--- src/rtl/biquad_cascade_tdm.sv ---
// -----------------------------------------------------------------------------
// biquad_cascade_tdm
// Multi-channel cascaded Direct Form I biquad IIR filter. A single
// time-multiplexed multiply-accumulate serves NUM_SECTIONS sections for each of
// NUM_CHANNELS channels. One accepted sample takes 6*NUM_SECTIONS+1 cycles:
// five MAC cycles plus one write-back cycle per section, then one output cycle.
//
// Ports:
//   clk, reset_n          clock, asynchronous active-low reset
//   coef_wr_en/addr/data  write into the shadow coefficient bank
//                         (addr = 5*section + {b0,b1,b2,a1,a2})
//   coef_commit           copy shadow bank to active bank at next idle cycle
//   clear_state           zero all history and sat at next idle cycle
//   in, in_channel        input sample and its channel
//   in_valid / in_ready   input handshake (in_ready high only when idle)
//   out, out_channel      filtered sample of the last section (registered)
//   out_valid             one-cycle output strobe
//   sat                   sticky: a section result was clamped
// -----------------------------------------------------------------------------
module biquad_cascade_tdm #(
  parameter int SAMPLE_WIDTH   = 18,
  parameter int COEF_WIDTH     = 30,
  parameter int COEF_INT_WIDTH = 4,
  parameter int NUM_CHANNELS   = 2,
  parameter int NUM_SECTIONS   = 2
) (
  input  logic                                                       clk,
  input  logic                                                       reset_n,
  input  logic                                                       coef_wr_en,
  input  logic [$clog2(5*NUM_SECTIONS)-1:0]                          coef_wr_addr,
  input  logic signed [COEF_WIDTH-1:0]                               coef_wr_data,
  input  logic                                                       coef_commit,
  input  logic                                                       clear_state,
  input  logic signed [SAMPLE_WIDTH-1:0]                             in,
  input  logic [((NUM_CHANNELS > 1) ? $clog2(NUM_CHANNELS) : 1)-1:0] in_channel,
  input  logic                                                       in_valid,
  output logic                                                       in_ready,
  output logic signed [SAMPLE_WIDTH-1:0]                             out,
  output logic [((NUM_CHANNELS > 1) ? $clog2(NUM_CHANNELS) : 1)-1:0] out_channel,
  output logic                                                       out_valid,
  output logic                                                       sat
);

  localparam int SW     = SAMPLE_WIDTH;
  localparam int CW     = COEF_WIDTH;
  localparam int F      = COEF_WIDTH - COEF_INT_WIDTH;
  localparam int AW     = $clog2(5*NUM_SECTIONS);
  localparam int CH_W   = (NUM_CHANNELS > 1) ? $clog2(NUM_CHANNELS) : 1;
  localparam int SEC_W  = (NUM_SECTIONS > 1) ? $clog2(NUM_SECTIONS) : 1;
  localparam int PROD_W = SW + CW;
  localparam int ACC_W  = SW + CW + 3;

  localparam logic signed [CW-1:0]    COEF_ONE = CW'(1) <<< F;
  localparam logic signed [ACC_W-1:0] RND_HALF = ACC_W'(1) <<< (F-1);
  localparam logic signed [ACC_W-1:0] S_MAX    = ACC_W'((2**(SW-1)) - 1);
  localparam logic signed [ACC_W-1:0] S_MIN    = -(ACC_W'(2**(SW-1)));
  localparam logic [SEC_W-1:0]        SEC_LAST = SEC_W'(NUM_SECTIONS - 1);

  typedef enum logic [1:0] {ST_IDLE, ST_MAC, ST_WB, ST_OUT} state_t;

  state_t                   r_state;
  logic                     r_run;
  logic [2:0]               r_k;
  logic [SEC_W-1:0]         r_sec;
  logic [CH_W-1:0]          r_ch;
  logic signed [SW-1:0]     r_x;
  logic signed [ACC_W-1:0]  r_acc;
  logic                     r_commit_pend;
  logic                     r_clear_pend;
  logic signed [SW-1:0]     r_out;
  logic [CH_W-1:0]          r_out_ch;
  logic                     r_out_valid;
  logic                     r_sat;

  logic                     w_idle;
  logic                     w_wb;
  logic                     w_commit_go;
  logic                     w_clear_go;
  logic                     w_accept;
  logic                     w_ch_ok;
  logic signed [SW-1:0]     w_op;
  logic signed [CW-1:0]     w_coef;
  logic signed [PROD_W-1:0] w_prod;
  logic signed [ACC_W-1:0]  w_prod_ext;
  logic signed [ACC_W-1:0]  w_rnd;
  logic signed [ACC_W-1:0]  w_shr;
  logic signed [SW-1:0]     w_y;
  logic                     w_sat_hit;

  logic signed [CW-1:0]     w_coef_act [NUM_SECTIONS][5];
  logic signed [SW-1:0]     w_hist     [NUM_CHANNELS][NUM_SECTIONS][4];

  assign w_idle = (r_state == ST_IDLE);
  assign w_wb   = (r_state == ST_WB);

  // A pulse arriving while idle is applied at once; one arriving while busy
  // is remembered and applied on the first idle cycle.
  assign w_commit_go = w_idle && (coef_commit || r_commit_pend);
  assign w_clear_go  = w_idle && (clear_state || r_clear_pend);

  assign in_ready = r_run && w_idle && !coef_commit && !clear_state
                    && !r_commit_pend && !r_clear_pend;
  assign w_accept = in_valid && in_ready;
  assign w_ch_ok  = (int'(in_channel) < NUM_CHANNELS);

  // Coefficient banks: shadow written at any time, active copied on commit.
  // Both reset to passthrough (b0 = 1.0, rest 0).
  for (genvar gi = 0; gi < NUM_SECTIONS; gi++) begin : g_sec
    for (genvar gk = 0; gk < 5; gk++) begin : g_coef
      localparam logic signed [CW-1:0] RST_VAL = (gk == 0) ? COEF_ONE : '0;
      logic signed [CW-1:0] r_shadow;
      logic signed [CW-1:0] r_active;
      always_ff @(posedge clk or negedge reset_n) begin
        if (!reset_n) begin
          r_shadow <= RST_VAL;
          r_active <= RST_VAL;
        end else begin
          if (coef_wr_en && (coef_wr_addr == AW'(5*gi + gk))) begin
            r_shadow <= coef_wr_data;
          end
          if (w_commit_go) begin
            r_active <= r_shadow;
          end
        end
      end
      assign w_coef_act[gi][gk] = r_active;
    end
  end

  // History per (channel, section): x1, x2, y1, y2. Kept in flops because
  // reset and clear_state must zero every word in a single cycle.
  for (genvar gc = 0; gc < NUM_CHANNELS; gc++) begin : g_ch
    for (genvar gi = 0; gi < NUM_SECTIONS; gi++) begin : g_hist
      logic                 w_sel;
      logic signed [SW-1:0] r_x1;
      logic signed [SW-1:0] r_x2;
      logic signed [SW-1:0] r_y1;
      logic signed [SW-1:0] r_y2;
      assign w_sel = (r_ch == CH_W'(gc)) && (r_sec == SEC_W'(gi));
      always_ff @(posedge clk or negedge reset_n) begin
        if (!reset_n) begin
          r_x1 <= '0;
          r_x2 <= '0;
          r_y1 <= '0;
          r_y2 <= '0;
        end else if (w_clear_go) begin
          r_x1 <= '0;
          r_x2 <= '0;
          r_y1 <= '0;
          r_y2 <= '0;
        end else if (w_wb && w_sel) begin
          r_x2 <= r_x1;
          r_x1 <= r_x;
          r_y2 <= r_y1;
          r_y1 <= w_y;
        end
      end
      assign w_hist[gc][gi][0] = r_x1;
      assign w_hist[gc][gi][1] = r_x2;
      assign w_hist[gc][gi][2] = r_y1;
      assign w_hist[gc][gi][3] = r_y2;
    end
  end

  // MAC operand for step k: x, x1, x2, y1, y2 against b0, b1, b2, a1, a2.
  always_comb begin
    w_op = r_x;
    case (r_k)
      3'd1:    w_op = w_hist[r_ch][r_sec][0];
      3'd2:    w_op = w_hist[r_ch][r_sec][1];
      3'd3:    w_op = w_hist[r_ch][r_sec][2];
      3'd4:    w_op = w_hist[r_ch][r_sec][3];
      default: w_op = r_x;
    endcase
  end

  assign w_coef     = w_coef_act[r_sec][r_k];
  assign w_prod     = w_op * w_coef;
  assign w_prod_ext = {{(ACC_W-PROD_W){w_prod[PROD_W-1]}}, w_prod};

  // Round half up, drop the fraction, clamp to the sample range.
  assign w_rnd = r_acc + RND_HALF;
  assign w_shr = w_rnd >>> F;

  always_comb begin
    w_sat_hit = 1'b0;
    w_y       = w_shr[SW-1:0];
    if (w_shr > S_MAX) begin
      w_y       = S_MAX[SW-1:0];
      w_sat_hit = 1'b1;
    end else if (w_shr < S_MIN) begin
      w_y       = S_MIN[SW-1:0];
      w_sat_hit = 1'b1;
    end
  end

  always_ff @(posedge clk or negedge reset_n) begin
    if (!reset_n) begin
      r_state       <= ST_IDLE;
      r_run         <= 1'b0;
      r_k           <= '0;
      r_sec         <= '0;
      r_ch          <= '0;
      r_x           <= '0;
      r_acc         <= '0;
      r_commit_pend <= 1'b0;
      r_clear_pend  <= 1'b0;
      r_out         <= '0;
      r_out_ch      <= '0;
      r_out_valid   <= 1'b0;
      r_sat         <= 1'b0;
    end else begin
      r_run       <= 1'b1;
      r_out_valid <= 1'b0;

      if (w_commit_go)      r_commit_pend <= 1'b0;
      else if (coef_commit) r_commit_pend <= 1'b1;

      if (w_clear_go)       r_clear_pend <= 1'b0;
      else if (clear_state) r_clear_pend <= 1'b1;

      if (w_clear_go)             r_sat <= 1'b0;
      else if (w_wb && w_sat_hit) r_sat <= 1'b1;

      case (r_state)
        ST_IDLE: begin
          // Out-of-range channels are accepted but otherwise ignored.
          if (w_accept && w_ch_ok) begin
            r_ch    <= in_channel;
            r_x     <= in;
            r_sec   <= '0;
            r_k     <= '0;
            r_state <= ST_MAC;
          end
        end
        ST_MAC: begin
          r_acc <= ((r_k == 3'd0) ? '0 : r_acc) + w_prod_ext;
          if (r_k == 3'd4) begin
            r_state <= ST_WB;
          end else begin
            r_k <= r_k + 3'd1;
          end
        end
        ST_WB: begin
          // This section's y becomes the next section's x.
          r_x <= w_y;
          r_k <= '0;
          if (r_sec == SEC_LAST) begin
            r_state <= ST_OUT;
          end else begin
            r_sec   <= r_sec + 1'b1;
            r_state <= ST_MAC;
          end
        end
        ST_OUT: begin
          r_out       <= r_x;
          r_out_ch    <= r_ch;
          r_out_valid <= 1'b1;
          r_state     <= ST_IDLE;
        end
        default: r_state <= ST_IDLE;
      endcase
    end
  end

  assign out         = r_out;
  assign out_channel = r_out_ch;
  assign out_valid   = r_out_valid;
  assign sat         = r_sat;

endmodule

--- config.mk ---
export PLATFORM = sky130hd
export DESIGN_NAME = biquad_cascade_tdm
export DESIGN_NICKNAME = d
export VERILOG_FILES = /design/src/rtl/biquad_cascade_tdm.sv
export SDC_FILE = /design/constraint.sdc
export NUM_CORES = 2
export LEC_CHECK = 0
export ABC_AREA = 1
export CAP_MARGIN = 20
export CORE_UTILIZATION = 29
export DETAILED_ROUTE_END_ITERATION = 7
export PLACE_DENSITY_LB_ADDON = 0.15
export RECOVER_POWER = 50
export SETUP_SLACK_MARGIN = 0.1
export SYNTH_ARGS = -nofsm -noshare
export SYNTH_HDL_FRONTEND = slang
export SYNTH_SLANG_ARGS = --single-unit
--- constraint.sdc ---
create_clock -name clk -period 9.8 [get_ports clk]
set_clock_uncertainty 0.05 [all_clocks]
set_input_delay 2.94 -clock clk [delete_from_list [all_inputs] [get_ports clk]]
set_output_delay 2.94 -clock clk [all_outputs]
set_load 0.01 [all_outputs]
==> metrics.csv <==
metric;value;unit
post-DP HPWL;168;mm
crit-path max FO;45;
Reg clk slew, reported paths;0.06;ns
IO Port Bufs;80;
area delta synth->final;17.2;%
setup TNS;0;ns
Synth cell types;64;
Yosys reg bits;988;
clock root cell;clkbuf_16;
routability cong.;0.888;
overall die width;478;um
largest net degree at the start of global routing;187;
Worst Tran Pin Value;5.42;ns
drt first pass iters;8;
Final Net Count;8670;
vias in the first global route;54806;
RSZ-0062 raised after global routing;true;
DR vias/cell;4.87;
Synth Area per Inst;8.61;um2
post-synthesis net count;8385;
DRC errors left;20;
final period utilization;0.956;
fmax;0.107;GHz
failing checks;DRC, capacitance limit, slew limit;
critical path class;flip-flop to flip-flop;
largest family of logic cells by synthesized area;simple AND/OR/NAND/NOR gates;
first-pass GRT wire length;356;mm
Top Ports;81;
Setup-failing EPs final;0;
die area;228000;um2
Syn Inst Count;7631;
Worst-Skew Late Latency;0.80;ns
most frequent cells in the layout;1,901 x nand2_1, 988 x inv_1, 980 x dfrtp_1;
FF-to-FF End;r_acc[46];
Final Hold Vio Count;0;
post-synthesis xor/xnor area fraction;0.0104;
Total GRT Usage;0.205;
Starting Density;0.292;
clk sinks;988;
max-cap violations;11;
Iteration-0 DRC Markers;4127;
Rows;174;
Post-synth EDFFs;0;
Crit. End Element;flip-flop;
post-route ant nets;0;
outcome;finished, violations left;
most common cell after layout, fill and taps aside;nand2_1;
Fillers;23657;
synthesized area;65700;um2
drt wl/cell;21.5;um
H-tree Lvls;3;
fin crit period;9.37;ns
reg2reg setup slack;0.43;ns
DP Worst Slack;-0.116;ns
Critical Path End;r_acc[46];
Crit. Startpoint;r_sec;
CTS tree;yes;
layout cells sized above 1;0.139;
warnings from Yosys;0;
Rel. slew slack;-2.61;
post-synthesis mux area share;0.0463;
grt ovf;0;
initial antenna violation count;5;
total CTS buffers;116;
core area;225000;um2
Required @ worst endpoint;10.36;ns
CP arrival;9.93;ns
r2r startpoint;r_sec;
final wirelength;236;mm
startpoint types;flip-flop;
Worst Hold Class;flip-flop to flip-flop;
Vias;53545;
register area;24700;um2
top_reg_cell synth;dfrtp_1;
Reg2Reg Depth;39;
Synth Area in Compound Gates;0.0987;
final worst setup slack;0.429;ns
CP max-delay cell;fa_1;
Final Max Slew Viols;518;
Synth Area in Adders;0.192;
Worst path max stage delay;0.60;ns
Synth Area in Simple Gates;0.193;
DIE HEIGHT;478;um
part of the Yosys area used for sequential elements;0.376;
Async SR Flop Fraction;1.00;
clock tree buffer depth;3;
Multi-input gate area;36000;um2
[flip-flops by register name (all words and copies together), names as in the netlist, 51 cells and up]
register and cells:
g_ch.g_hist.r_y2 72, g_sec.g_coef.r_active 300, g_sec.g_coef.r_shadow 300, g_ch.g_hist.r_x2 72
g_ch.g_hist.r_y1 72, g_ch.g_hist.r_x1 72, r_acc 51
[area by class of cell]
| cell class | instances | area share |
|---|---|---|
| Clock inverter | 33 | 0.00527 |
| Timing Repair inverter | 1 | 0.0000650 |
| Sequential cell | 988 | 0.321 |
| Timing Repair Buffer | 526 | 0.0618 |
| Tap cell | 2992 | 0.0486 |
| Inverter | 1031 | 0.0508 |
| Antenna cell | 1 | 0.0000325 |
| Multi-Input combinational cell | 5252 | 0.467 |
| Clock buffer | 176 | 0.0447 |
[kinds of logic after synthesis]
kind of cell	Yosys count
compound gates	1133
xor+xnor	78
fa+ha+maj	695
buf+inv	1391
flops	988
mux	270
other cells	1
simple gates	3075
[through the flow]
step / cell area (um2) / hold slack [ns] / utilization / instances
global route: 77000 / 0.436 / 0.342 / 10999
global placement: 72500 / 0.404 / 0.323 / 10763
finish: 77000 / 0.420 / 0.342 / 11000
detailed placement: 72600 / 0.408 / 0.323 / 10765
CTS: 76400 / 0.423 / 0.340 / 10974
floorplan: 65700 / 0.392 / - / 7631
[synth_stat cells, types with 5 or more instances]
library cell  instances  share of area
ha_1                173          0.033
a32o_1               16         0.0024
o22ai_1              15         0.0014
o21a_1                8        0.00091
nor3_1               26         0.0020
dfrtp_1             984           0.37
mux2_2              270          0.046
buf_4                11         0.0013
o21ai_0             624          0.048
o311ai_0             13         0.0017
a21oi_1             228          0.017
a22o_1               14         0.0019
nor2_1              533          0.030
a22oi_2               6         0.0011
a31oi_1              16         0.0015
nand3_1             460          0.035
xnor2_1              32         0.0043
a21o_1               12         0.0014
o21bai_1             12         0.0014
nand2_1            1910           0.11
a311oi_1             14         0.0019
clkbuf_1            209          0.012
inv_1               999          0.057
inv_2                21         0.0012
a22oi_1             113          0.013
buf_1                19         0.0011
o21ai_1               6        0.00046
nand2_4              21         0.0036
nor2_2                5        0.00048
nand2_2              13         0.0012
buf_2               116         0.0088
or2_2                25         0.0024
a21boi_0              8        0.00091
xor2_1               46         0.0061
or2_1                12         0.0011
clkinv_1              9        0.00051
o21ai_2               9         0.0012
fa_1                522           0.16
nand4_1              50         0.0048
[what timing repair did]
item,CTS,global route
setup buffers,0,21
hold buffers,0,0
pin swaps,0,21
gates resized for setup,3,115
setup endpoints to repair,5,25
cloned,0,3
[worst min-delay path by stage]
stage | startpoint | to | slack [ns] | depth (start not counted)
2_1_floorplan | g_ch[0].g_hist[0].r_y2[0] | g_ch[0].g_hist[0].r_y2[0] | 0.39 | 2
3_3_place_gp | g_ch[0].g_hist[1].r_x2[8] | g_ch[0].g_hist[1].r_x2[8] | 0.40 | 2
3_5_place_dp | g_ch[0].g_hist[1].r_x2[6] | g_ch[0].g_hist[1].r_x2[6] | 0.41 | 2
4_1_cts | g_ch[0].g_hist[1].r_x2[6] | g_ch[0].g_hist[1].r_x2[6] | 0.42 | 2
5_1_grt | g_ch[0].g_hist[1].r_x2[6] | g_ch[0].g_hist[1].r_x2[6] | 0.44 | 2
6_report | g_ch[1].g_hist[1].r_x2[14] | g_ch[1].g_hist[1].r_x2[14] | 0.42 | 2
[critical path, delay by kind of cell, from the launching register on]
| kind | cells | cell delay (ns) |
|---|---|---|
| AO/OA/AOI/OAI | 9 | 1.50 |
| XOR/XNOR | 1 | 0.23 |
| adder cells (fa/ha/maj) | 8 | 3.92 |
| buffers and inverters | 9 | 1.04 |
| flip-flops | 1 | 0.56 |
| AND/OR/NAND/NOR | 12 | 1.89 |
[per-layer routing]
| layer | up-vias | wire length [um] | track usage |
|---|---|---|---|
| met2 | 1319 | 107000 | 0.325 |
| met3 | 239 | 11200 | 0.0253 |
| met4 | 0 | 5350 | 0.0502 |
| met5 | - | 0 | 0 |
| met1 | 27149 | 113000 | 0.295 |
| li1 | 24838 | - | - |
Power is left out: the tool's default activity adds up to more than one toggle a clock period on the data nets, which glitch-free logic cannot reach.
